`config.mk`:
```
export PLATFORM = sky130hd
export DESIGN_NAME = de_sync
export DESIGN_NICKNAME = d
export VERILOG_FILES = /design/src/rtl/de_sync_pkg.sv /design/src/rtl/de_sync_word2byte.sv /design/src/rtl/de_sync.sv
export SDC_FILE = /design/constraint.sdc
export NUM_CORES = 1
export LEC_CHECK = 0
export BUFFER_PORTS_ARGS = -buffer_cell sky130_fd_sc_hd__buf_2
export CAP_MARGIN = 20
export CORE_ASPECT_RATIO = 0.6
export CORE_MARGIN = 1
export CORE_UTILIZATION = 50
export DETAILED_ROUTE_END_ITERATION = 7
export PLACE_DENSITY_LB_ADDON = 0.2
export SYNTH_ARGS = -nofsm -noshare
export SYNTH_HDL_FRONTEND = slang
export SYNTH_SLANG_ARGS = --single-unit
```
`constraint.sdc`:
```
create_clock -name core_clk -period 4.4 [get_ports core_clk]
set_clock_uncertainty 0.15 [all_clocks]
set_input_delay 0.22 -clock core_clk [delete_from_list [all_inputs] [get_ports core_clk]]
set_output_delay 0.22 -clock core_clk [all_outputs]
set_load 0.01 [all_outputs]
```
`src/rtl/de_sync_pkg.sv`:
```
// Shared constants and types for the framing-link receive path.
package de_sync_pkg;

  localparam logic [31:0] SYNC_WORD_DEF   = 32'h1ACF_FC1D;
  localparam logic [31:0] PAD_WORD_DEF    = 32'h0707_0707;
  localparam int          FRAME_WORDS_DEF = 64;
  localparam int          MISS_LIMIT_DEF  = 3;
  localparam int          WORD_BYTES      = 4;

  typedef enum logic [1:0] {
    HUNT   = 2'd0,
    DATA   = 2'd1,
    HEADER = 2'd2
  } state_e;

  // Counter width that stays legal for a depth of 1.
  function automatic int cnt_w(input int depth);
    return (depth > 1) ? $clog2(depth) : 1;
  endfunction

endpackage

```
`src/rtl/de_sync_word2byte.sv`:
```
// 32->8 MSB-first serialiser; one word buffer, refills on the edge its last byte leaves.
module de_sync_word2byte
  import de_sync_pkg::*;
(
  input  logic        clk_i,
  input  logic        rst_n_i,
  input  logic [31:0] in_data_i,
  input  logic        in_valid_i,
  input  logic        in_last_i,
  output logic        in_ready_o,
  output logic [7:0]  out_data_o,
  output logic        out_valid_o,
  output logic        out_last_o,
  input  logic        out_ready_i
);

  logic [31:0] buf_q, buf_d;
  logic [1:0]  idx_q, idx_d;
  logic        vld_q, vld_d;
  logic        last_q, last_d;
  logic        take, fin, load;

  assign take = vld_q & out_ready_i;
  assign fin  = take & (idx_q == 2'(WORD_BYTES - 1));
  // Ready is forced low while reset is held so nothing is accepted mid-reset.
  assign in_ready_o = rst_n_i & (~vld_q | fin);
  assign load = in_valid_i & in_ready_o;

  always_comb begin
    buf_d  = buf_q;
    idx_d  = idx_q;
    vld_d  = vld_q;
    last_d = last_q;
    if (load) begin
      buf_d  = in_data_i;
      idx_d  = '0;
      vld_d  = 1'b1;
      last_d = in_last_i;
    end else if (fin) begin
      vld_d  = 1'b0;
      idx_d  = '0;
      last_d = 1'b0;
    end else if (take) begin
      buf_d  = {buf_q[23:0], 8'h00};
      idx_d  = idx_q + 2'd1;
    end
  end

  always_ff @(posedge clk_i or negedge rst_n_i) begin
    if (!rst_n_i) begin
      buf_q  <= '0;
      idx_q  <= '0;
      vld_q  <= 1'b0;
      last_q <= 1'b0;
    end else begin
      buf_q  <= buf_d;
      idx_q  <= idx_d;
      vld_q  <= vld_d;
      last_q <= last_d;
    end
  end

  assign out_data_o  = buf_q[31:24];
  assign out_valid_o = vld_q;
  assign out_last_o  = vld_q & last_q & (idx_q == 2'(WORD_BYTES - 1));

endmodule

```
`src/rtl/de_sync.sv`:
```
// Frame de-synchroniser: hunts for the sync header, strips headers/pads, serialises payload.
module de_sync
  import de_sync_pkg::*;
#(
  parameter logic [31:0] SYNC_WORD   = SYNC_WORD_DEF,
  parameter logic [31:0] PAD_WORD    = PAD_WORD_DEF,
  parameter int          FRAME_WORDS = FRAME_WORDS_DEF,
  parameter int          MISS_LIMIT  = MISS_LIMIT_DEF
) (
  input  logic        core_clk,
  input  logic        rst,
  input  logic [31:0] s_axis_input_tdata,
  input  logic        s_axis_input_tvalid,
  output logic        s_axis_input_tready,
  output logic [7:0]  m_axis_output_tdata,
  output logic        m_axis_output_tvalid,
  output logic        m_axis_output_tlast,
  input  logic        m_axis_output_tready,
  output logic        locked,
  output logic        sync_err
);

  localparam int WCW = cnt_w(FRAME_WORDS);
  localparam int MCW = $clog2(MISS_LIMIT + 1);

  state_e         state_q, state_d;
  logic [WCW-1:0] wcnt_q, wcnt_d;
  logic [MCW-1:0] miss_q, miss_d;
  logic           err_q, err_d;
  logic           s_rdy, acc, w_last, pay_vld;

  assign acc     = s_axis_input_tvalid & s_rdy;
  assign w_last  = (wcnt_q == WCW'(FRAME_WORDS - 1));
  assign pay_vld = s_axis_input_tvalid & (state_q == DATA);

  always_ff @(posedge core_clk or negedge rst) begin
    if (!rst) begin
      state_q <= HUNT;
      wcnt_q  <= '0;
      miss_q  <= '0;
      err_q   <= 1'b0;
    end else begin
      state_q <= state_d;
      wcnt_q  <= wcnt_d;
      miss_q  <= miss_d;
      err_q   <= err_d;
    end
  end

  always_comb begin
    state_d = state_q;
    wcnt_d  = wcnt_q;
    miss_d  = miss_q;
    err_d   = 1'b0;
    if (acc) begin
      unique case (state_q)
        HUNT: begin
          if (s_axis_input_tdata == SYNC_WORD) begin
            state_d = DATA;
            wcnt_d  = '0;
            miss_d  = '0;
          end
        end
        DATA: begin
          if (w_last) begin
            wcnt_d  = '0;
            state_d = HEADER;
          end else begin
            wcnt_d  = wcnt_q + WCW'(1);
          end
        end
        HEADER: begin
          if (s_axis_input_tdata == SYNC_WORD) begin
            miss_d  = '0;
            state_d = DATA;
          end else if (s_axis_input_tdata != PAD_WORD) begin
            err_d = 1'b1;
            // Flywheel through isolated bad headers; drop lock once misses run out.
            if (int'(miss_q) + 1 >= MISS_LIMIT) begin
              miss_d  = MCW'(MISS_LIMIT);
              state_d = HUNT;
            end else begin
              miss_d  = miss_q + MCW'(1);
              state_d = DATA;
            end
          end
        end
        default: state_d = HUNT;
      endcase
    end
  end

  always_comb begin
    locked              = (state_q != HUNT);
    sync_err            = err_q;
    s_axis_input_tready = s_rdy;
  end

  de_sync_word2byte u_w2b (
    .clk_i       (core_clk),
    .rst_n_i     (rst),
    .in_data_i   (s_axis_input_tdata),
    .in_valid_i  (pay_vld),
    .in_last_i   (w_last),
    .in_ready_o  (s_rdy),
    .out_data_o  (m_axis_output_tdata),
    .out_valid_o (m_axis_output_tvalid),
    .out_last_o  (m_axis_output_tlast),
    .out_ready_i (m_axis_output_tready)
  );

endmodule

```
==> results of run 1 <==
==> cell usage in the layout, fill, tap and decap left out, types with 4 or more instances in the layout <==
cell type,instances
nand2_1,73
buf_2,48
dfrtp_1,47
a22oi_1,23
nor2_1,12
o21ai_1,12
nor4_1,5
inv_1,5
a21oi_1,5
clkbuf_8,5
nand3_1,4
==> worst register-to-register path, stage by stage, from the launching register on <==
cell and delay, ps:
dfrtp_1 410, ha_1 250, a21bo_2 260, and4_1 190, buf_4 260, nor2_2 760
nand2_1 140, nand2_1 100
==> per-layer routing <==
metal  part of all wire [%]  global-route usage [%]  routed length, microns
met1                     52                    37.4                    2850
met4                   0.77                    7.14                      42
met5                      0                       0                       0
met2                     40                    29.7                    2210
met3                    6.6                    4.64                     360
==> stage by stage <==
step | instance area, sq um | worst slack, ps | hold slack (ps) | total power [mW]
floorplan | 2430 | 2520 | -226 | 1.01
global placement | 2640 | 1880 | 219 | 1.09
detailed placement | 2640 | 1840 | 217 | 1.11
CTS | 2750 | 1770 | 3.20 | 1.37
global route | 2750 | 1580 | 14.8 | 1.46
finish | 2750 | 1790 | 11.8 | 1.36
==> worst paths after layout <==
path                            cells after the start  slack [ps]               to
worst max-delay path                                8        1790  u_w2b.buf_q[30]
worst min-delay path                                3          10   u_w2b.buf_q[1]
worst max register to register                      7        1820  u_w2b.buf_q[30]
worst min register to register                      2         320  u_w2b.buf_q[24]
max in group asynchronous                           3        3280  u_w2b.buf_q[14]
min in group asynchronous                           3         390        wcnt_q[3]
==> power breakdown <==
part	internal [mW]	switching (mW)
Sequential	0.573	0.101
Clock	0.111	0.149
Combinational	0.172	0.254
==> logic make-up (layout without fill, tap and decap cells) <==
group / count (synthesis) / count (layout) / share of synthesized area (%)
fa+ha+maj: 2 / 2 / 1.03
compound gates: 59 / 59 / 17.3
mux: 2 / 2 / 0.822
flops: 47 / 47 / 48.3
simple gates: 124 / 124 / 26.3
buf+inv: 26 / 66 / 6.27
==> area by class of cell <==
class                           instances  area (sq um)
Clock inverter                          2          12.5
Tap cell                               63          78.8
Multi-Input combinational cell        187          1110
Inverter                                5          18.8
Fill cell                             420          1890
Timing Repair Buffer                   53           283
Clock buffer                            6          72.6
Sequential cell                        47          1180
==> state kept, by name, indices dropped and copies added (netlist names) <==
register,count
u_w2b.out_valid_o,1
sync_err,1
wcnt_q,6
u_w2b.idx_q,2
miss_q,2
u_w2b.last_q,1
u_w2b.buf_q,32
state_q,2
==> impl_metrics.ini, run 1 <==
[sta]
fin_tns_setup_ps = 0
final.min_clock_period_ps = 2610
tightest_slew_ps = 870
maxSlewViolCount = 0
hold_viol_final = 0
slew_headroom_pct = 42.0
max_freq_mhz = 384
finalSetupViolations = 0
fin_crit_sh_pct = 59.2
rsz0062_at_grt = false

[die]
start_util_pct = 52.5
pin_count = 49
design.core.area_sq_um = 4640
rows = 19
dieArea_sq_um = 5160
die_h_microns = 56.1
die_width_microns = 92.1

[synthesis]
ys_seq_area_share_pct = 48.3
yosys.area.top_type = dfrtp_1
synth_edf_count = 0
ys_ff_latch = 47
synth_area_leaders = dfrtp_1, nand2_1, a22oi_1, buf_4, o21ai_1
synth_common_cells = nand2_1, dfrtp_1, a22oi_1, nor2_1, o21ai_1
syn_avg_cell_area_sq_um = 9.36
netlist-cell-type-count = 53
synthArstFlopShare_pct = 100
synth_top_area_share_pct = 48.3
syn_inst = 260
synth.most_common_cell = nand2_1
ys.flop_type = dfrtp_1
syn_nets = 298
synth_warnings = 0
mappedNetlistArea_sq_um = 2430

[critical_path]
reg2reg_from = u_w2b.idx_q[0]
critical_path.top_delay_family = simple AND/OR/NAND/NOR gates
timing_worst_setup_path_type = primary input to flip-flop
crit_slowest_cell = nor2_2
crit_start = rst
critPathRequiredTime_ps = 4490
crit_buf_inv = 4
end_kind = flip-flop
critPathMaxFanout = 50
crit_chain = dlygate4sd3_1 > buf_2 > buf_4 > and4_1 > buf_4 > nor2_2 > nand2_1 > nand2_1
cp_slowest_stage_delay_ps = 740
arrival_ps = 2700
start_kind = primary input

[run_status]
status = finished, final reports clean

[grt]
grt_usage_pct = 22.9
grt_pass1_wl_microns = 9060
gr-total-overflow = 0
first_global_vias = 1807
antenna_found_initial = 0
grt_max_degree = 51

[clock_network]
numCtsBuffers = 5
clock_sinks = 47
clk_latency_ps = 300
clk_pin_slew_ps = 90
cts-resized-gates = 0
postCtsSetupRepairBufs = 0
clk_path_buf_depth = 2
cts_root_buf = clkbuf_8
cts_tree = built
hold_buffers = 2
htreeDepth = 2

[finish]
final-instance-count-excl-fill = 363
utilization_pct = 59.3
nets = 337
antennaDiodeCount = 0
drive_above_1_share_pct = 23.7
area_delta_synth_final_pct = 12.8

[drt]
postRouteAntennaNets = 0
drc = 0
first_pass_iters = 4
viasPerCell = 5.51
routed_wl_microns = 5460
num_vias = 2000
wl_per_cell_microns = 15.1
drtIter0Drc = 119

[pwr]
leakagePower_nw = 1.36
ir_drop_uv = 278
p_per_area_nw_per_um2 = 495

[min_path]
hold_path.class = primary input to flip-flop
hp-start = s_axis_input_tdata[1]

[run]
max_cap_viol_count = 0

[placement]
port_buffers = 48
dp.cells = 353
dp_hpwl_microns = 3930
gp_congestion = 0.822
Power figures use the tool's default switching activity.
==> run 2: changes to the inputs <==
--- a/config.mk
+++ b/config.mk
@@ -5,6 +5,7 @@
 export SDC_FILE = /design/constraint.sdc
 export NUM_CORES = 1
 export LEC_CHECK = 0
+export ABC_AREA = 1
 export BUFFER_PORTS_ARGS = -buffer_cell sky130_fd_sc_hd__buf_2
 export CAP_MARGIN = 20
 export CORE_ASPECT_RATIO = 0.6
==> constraint.sdc (replaced) <==
create_clock -name core_clk -period 2.2 [get_ports core_clk]
set_clock_uncertainty 0.15 [all_clocks]
set_input_delay 0.11 -clock core_clk [delete_from_list [all_inputs] [get_ports core_clk]]
set_output_delay 0.11 -clock core_clk [all_outputs]
set_load 0.01 [all_outputs]
==> run 2 against run 1 <==
Against the previous run: synthesized area up 11%; wire length grew 25%; power grew 150%; first-iteration DRC count rose by 39%.
==> impl_metrics.ini, run 2 <==
[run_status]
status = finished, final reports clean

[drt]
drtIter0Drc = 165
postRouteAntennaNets = 0
wl_per_cell_microns = 13.8
viasPerCell = 5.06
drc = 0
routed_wl_microns = 6830
num_vias = 2496
first_pass_iters = 4

[grt]
grt_max_degree = 48
met3_usage_pct = 5.54
gr-total-overflow = 0
met2_usage_pct = 38.0
grt_pass1_wl_microns = 11300
first_global_vias = 2355
gr-max-usage-layer = met1
use_met1_pct = 38.1
antenna_found_initial = 0
grt_usage_pct = 25.5

[synthesis]
yosys.area.top_type = dfrtp_1
synth_common_cells = nand2_1, inv_1, dfrtp_1, nor2_1, o221ai_1
synth_warnings = 0
mappedNetlistArea_sq_um = 2710
syn_avg_cell_area_sq_um = 7.67
ys.flop_type = dfrtp_1
netlist-cell-type-count = 34
synth.most_common_cell = nand2_1
synth_edf_count = 0
ys_ff_latch = 47
syn_inst = 353
syn_nets = 391
synth_top_area_share_pct = 43.4
synth_area_leaders = dfrtp_1, nand2_1, inv_1, nor2_1, o221ai_1
ys_seq_area_share_pct = 43.4
synthArstFlopShare_pct = 100

[pwr]
p_per_area_nw_per_um2 = 1010
pwr-share-clk_pct = 17.1
p_seq_share_pct = 42.6
cell_internal_pwr_mw = 2.07
comb_power_share_pct = 40.3
leakagePower_nw = 1.67
p_sw_mw = 1.29
ir_drop_uv = 469
netSwitchingFraction_pct = 38.5

[sta]
rsz0062_at_grt = false
hold_viol_final = 0
final.min_clock_period_ps = 1900
tightest_slew_ps = 603
max_freq_mhz = 526
fin_tns_setup_ps = 0
fin_crit_sh_pct = 86.4
finalSetupViolations = 0
fin_ws_ps = 299
slew_headroom_pct = 59.8
maxSlewViolCount = 0

[finish]
final-instance-count-excl-fill = 493
drive_above_1_share_pct = 18.0
final_area_sq_um = 3330
nets = 464
largest_register_ffs = 32
utilization_pct = 64.9
top_regs = u_w2b.buf_q: 32 flops, wcnt_q: 6 flops
mostFrequentLayoutCells = nand2_1, inv_1, buf_2
regMostFlops = u_w2b.buf_q
final_common_cell = nand2_1
antennaDiodeCount = 0
area_delta_synth_final_pct = 22.9

[clock_network]
clk_latency_ps = 300
cts_tree = built
clk_path_buf_depth = 2
htreeDepth = 2
cts_root_buf = clkbuf_8
cts-resized-gates = 0
hold_buffers = 31
clk_pin_slew_ps = 90
clock_sinks = 47
postCtsSetupRepairBufs = 0
numCtsBuffers = 5

[critical_path]
timing_worst_setup_path_type = flip-flop to flip-flop
critical_path.top_delay_family = simple AND/OR/NAND/NOR gates
critPathMaxFanout = 22
start_kind = flip-flop
crit_start = u_w2b.idx_q[0]
arrival_ps = 1920
crit_slowest_cell = dfrtp_1
rrSetupSlack_ps = 300
end_kind = flip-flop
r2r-end = u_w2b.buf_q[8]
critPathRequiredTime_ps = 2220
cp-endpoint = u_w2b.buf_q[8]
reg2reg_from = u_w2b.idx_q[0]
reg2reg_depth = 5
crit_chain = ha_1 > nor2_1 > inv_1 > nand2_4 > o221ai_1
cp_slowest_stage_delay_ps = 420
cp.depth = 5
crit_buf_inv = 1

[placement]
dp_hpwl_microns = 4820
port_buffers = 48
gp_congestion = 0.819
dp.cells = 454
dpl_cell_area_sq_um = 2920
dp_slack_ps = 320

[die]
dieArea_sq_um = 5730
rows = 20
die_h_microns = 59.0
die_width_microns = 97.0
start_util_pct = 52.8
design.core.area_sq_um = 5130
pin_count = 49

[min_path]
hold_path.class = primary input to flip-flop
hp-start = s_axis_input_tdata[24]

[run]
max_cap_viol_count = 0
## run 2: layout make-up
type / instances / area, sq um
fillers: 435 / 1800
flip-flops and latches: 47 / 1180
multi-input cells: 227 / 1150
repair buffers: 83 / 581
inverters: 62 / 238
clock buffers: 8 / 100
well taps: 66 / 82.6
## run 2: routing by layer
layer	wire length (microns)	vias up	part of all wire, %
li1	-	1261	-
met1	3440	1118	50
met2	2780	111	41
met3	555	6	8.1
met4	55	0	0.81
met5	0	-	0
## run 2: worst register-to-register path: cells and delay by family, from the launching register on
family | cells | cell delay (ps)
compound gates | 1 | 170
simple gates | 2 | 530
flops | 1 | 420
fa+ha+maj | 1 | 260
buf+inv | 1 | 250
## run 2: how the worst min path moves through the flow
stage / to / slack (ps) / depth (start not counted)
2_1_floorplan: miss_q[0] / -340 / 0
3_3_place_gp: u_w2b.out_valid_o / 120 / 2
3_5_place_dp: u_w2b.out_valid_o / 120 / 2
4_1_cts: u_w2b.buf_q[24] / 3 / 3
5_1_grt: u_w2b.buf_q[30] / 20 / 3
6_report: u_w2b.buf_q[24] / 10 / 3
## run 2: logic make-up after synthesis
logic type,share of synthesized area [%]
mux,0.370
compound gates,13.5
xor+xnor,0.323
fa+ha+maj,0.924
flops,43.4
simple gates,27.4
buf+inv,14.0
## run 2: power by group through the flow
| stage | registers, mW | logic [mW] | clock network (mW) |
|---|---|---|---|
| 3_3_place_gp | 1.44 | 1.26 | 0 |
| 6_report | 1.43 | 1.36 | 0.575 |
| 4_1_cts | 1.43 | 1.35 | 0.585 |
| 5_1_grt | 1.48 | 1.52 | 0.629 |
| 2_1_floorplan | 1.40 | 1.06 | 0 |
| 3_5_place_dp | 1.44 | 1.29 | 0 |
## run 2: per-stage QoR
step                hold slack (ps)  power (mW)
detailed placement              121        2.74
global placement                119        2.70
finish                         10.0        3.36
floorplan                      -336        2.46
global route                   24.5        3.63
CTS                            3.21        3.36
==> run 3: changes to the inputs <==
--- a/config.mk
+++ b/config.mk
@@ -8,9 +8,11 @@
 export ABC_AREA = 1
 export BUFFER_PORTS_ARGS = -buffer_cell sky130_fd_sc_hd__buf_2
 export CAP_MARGIN = 20
+export CELL_PAD_IN_SITES_DETAIL_PLACEMENT = 0
+export CELL_PAD_IN_SITES_GLOBAL_PLACEMENT = 2
 export CORE_ASPECT_RATIO = 0.6
 export CORE_MARGIN = 1
-export CORE_UTILIZATION = 50
+export CORE_UTILIZATION = 29
 export DETAILED_ROUTE_END_ITERATION = 7
 export PLACE_DENSITY_LB_ADDON = 0.2
 export SYNTH_ARGS = -nofsm -noshare
==> run 3 against run 2 <==
Against the previous run: first-iteration DRC count is 47% lower; hold slack worse by 4.0 ps; fmax is 0.44% lower; wire length is 15% higher; flip-flop and latch count stayed put.
==> impl_metrics.ini, run 3 (synthesis results as in run 2) <==
[sta]
max_freq_mhz = 524
final.min_clock_period_ps = 1910
finalSetupViolations = 0
rsz0062_at_grt = false
tightest_slew_ps = 639
hold_viol_final = 0
fin_crit_sh_pct = 86.8
maxSlewViolCount = 0
fin_tns_setup_ps = 0
slew_headroom_pct = 57.4

[finish]
nFillCells = 951
regMostFlops = u_w2b.buf_q
antennaDiodeCount = 0
multiInputGateArea_sq_um = 1150
largest_register_ffs = 32
register_area_sq_um = 1180
mostFrequentLayoutCells = nand2_1, inv_1, buf_2
final_common_cell = nand2_1
final_area_sq_um = 3420
drive_above_1_share_pct = 18.1
nets = 463
top_regs = u_w2b.buf_q: 32 flops, wcnt_q: 6 flops
area_delta_synth_final_pct = 26.1

[drt]
met3WireLength_microns = 343
num_vias = 2409
met1Wirelength_microns = 4490
postRouteAntennaNets = 0
wl_per_cell_microns = 14.6
top_layer = met4
first_pass_iters = 4
routed_wl_microns = 7820
wl_met2_microns = 2940
drtIter0Drc = 87
drc = 0
viasPerCell = 4.49

[critical_path]
end_kind = flip-flop
critPathRequiredTime_ps = 2230
timing_worst_setup_path_type = flip-flop to flip-flop
arrival_ps = 1940
start_kind = flip-flop
critPathMaxFanout = 15

[clock_network]
cts_root_buf = clkbuf_16
clk_path_buf_depth = 2
htreeDepth = 2
clk_latency_ps = 290
clock_sinks = 47
cts-resized-gates = 0
cts_tree = built
numCtsBuffers = 5
clk_pin_slew_ps = 70

[placement]
dp_hpwl_microns = 5750
gp_congestion = 0.795
port_buffers = 48
dpl_cell_area_sq_um = 2980

[pwr]
ir_drop_uv = 410
leakagePower_nw = 1.68
p_per_area_nw_per_um2 = 1040

[die]
dieArea_sq_um = 9740
start_util_pct = 30.8
die_h_microns = 76.9
die_width_microns = 127
rows = 26
design.core.area_sq_um = 8780
pin_count = 49

[grt]
grt_pass1_wl_microns = 13000
grt_usage_pct = 17.5
grt_max_degree = 48
antenna_found_initial = 0
gr-total-overflow = 0
first_global_vias = 2427

[run]
max_cap_viol_count = 0

[min_path]
hold_path.class = primary input to flip-flop

[run_status]
status = finished, final reports clean
[run 3: cell count changes in the layout (fill, tap and decap cells not counted), sizes merged]
| cell | delta |
|---|---|
| dlygate4sd3 | -1 |
| clkinv | +2 |
| clkbuf | -3 |
[run 3: final timing paths]
| check | start | endpoint | slack [ps] | cells past startpoint |
|---|---|---|---|---|
| max | u_w2b.idx_q[0] | u_w2b.buf_q[23] | 290 | 7 |
| min | s_axis_input_tvalid | sync_err | 6 | 3 |
| max reg2reg | u_w2b.idx_q[0] | u_w2b.buf_q[23] | 290 | 7 |
| min reg2reg | u_w2b.last_q | u_w2b.last_q | 330 | 2 |
| max in group asynchronous | rst | u_w2b.buf_q[13] | 1120 | 3 |
| min in group asynchronous | rst | u_w2b.buf_q[10] | 330 | 3 |
[run 3: critical path, stage by stage, from the launching register on]
cell      delay [ps]
dfrtp_1          410
ha_1             260
a21boi_2         250
nor2_4            80
nand3_4          160
buf_4            250
mux2i_1          200
inv_1             50
[run 3: layer usage]
metal	vias up	track usage, %
met5	-	0
met4	0	3.93
met3	5	3.70
met2	49	23.8
met1	1092	27.5
li1	1263	-
[run 3: final cells by class]
type / instances / area share [%]
multi-input combinational: 227 / 33.7
timing repair buffer: 82 / 16.7
clock buffer: 5 / 3.66
inverter: 62 / 6.96
tap: 112 / 4.10
sequential: 47 / 34.4
clock inverter: 2 / 0.403
[run 3: per-stage QoR]
step	util (%)	hold slack [ps]	total power [mW]	setup WS (ps)	cells
after floorplan	-	-336	2.46	577	353
after global placement	33.9	163	2.76	337	500
after detailed placement	33.9	166	2.78	314	500
after CTS	38.9	5.71	3.59	290	537
after global routing	38.9	18.3	3.85	197	537
final	38.9	5.99	3.56	290	537
[run 3: repair_timing]
item,in CTS,in global routing
hold buffers,30,0
setup buffers,0,0
endpoints found under the hold margin,76,0
[run 3: power by group]
| group | leakage [nW] | internal (mW) | switching (mW) | total, mW |
|---|---|---|---|---|
| clock | 0.0696 | 0.416 | 0.341 | 0.757 |
| sequential | 0.617 | 1.24 | 0.204 | 1.44 |
| combinational | 0.995 | 0.545 | 0.817 | 1.36 |
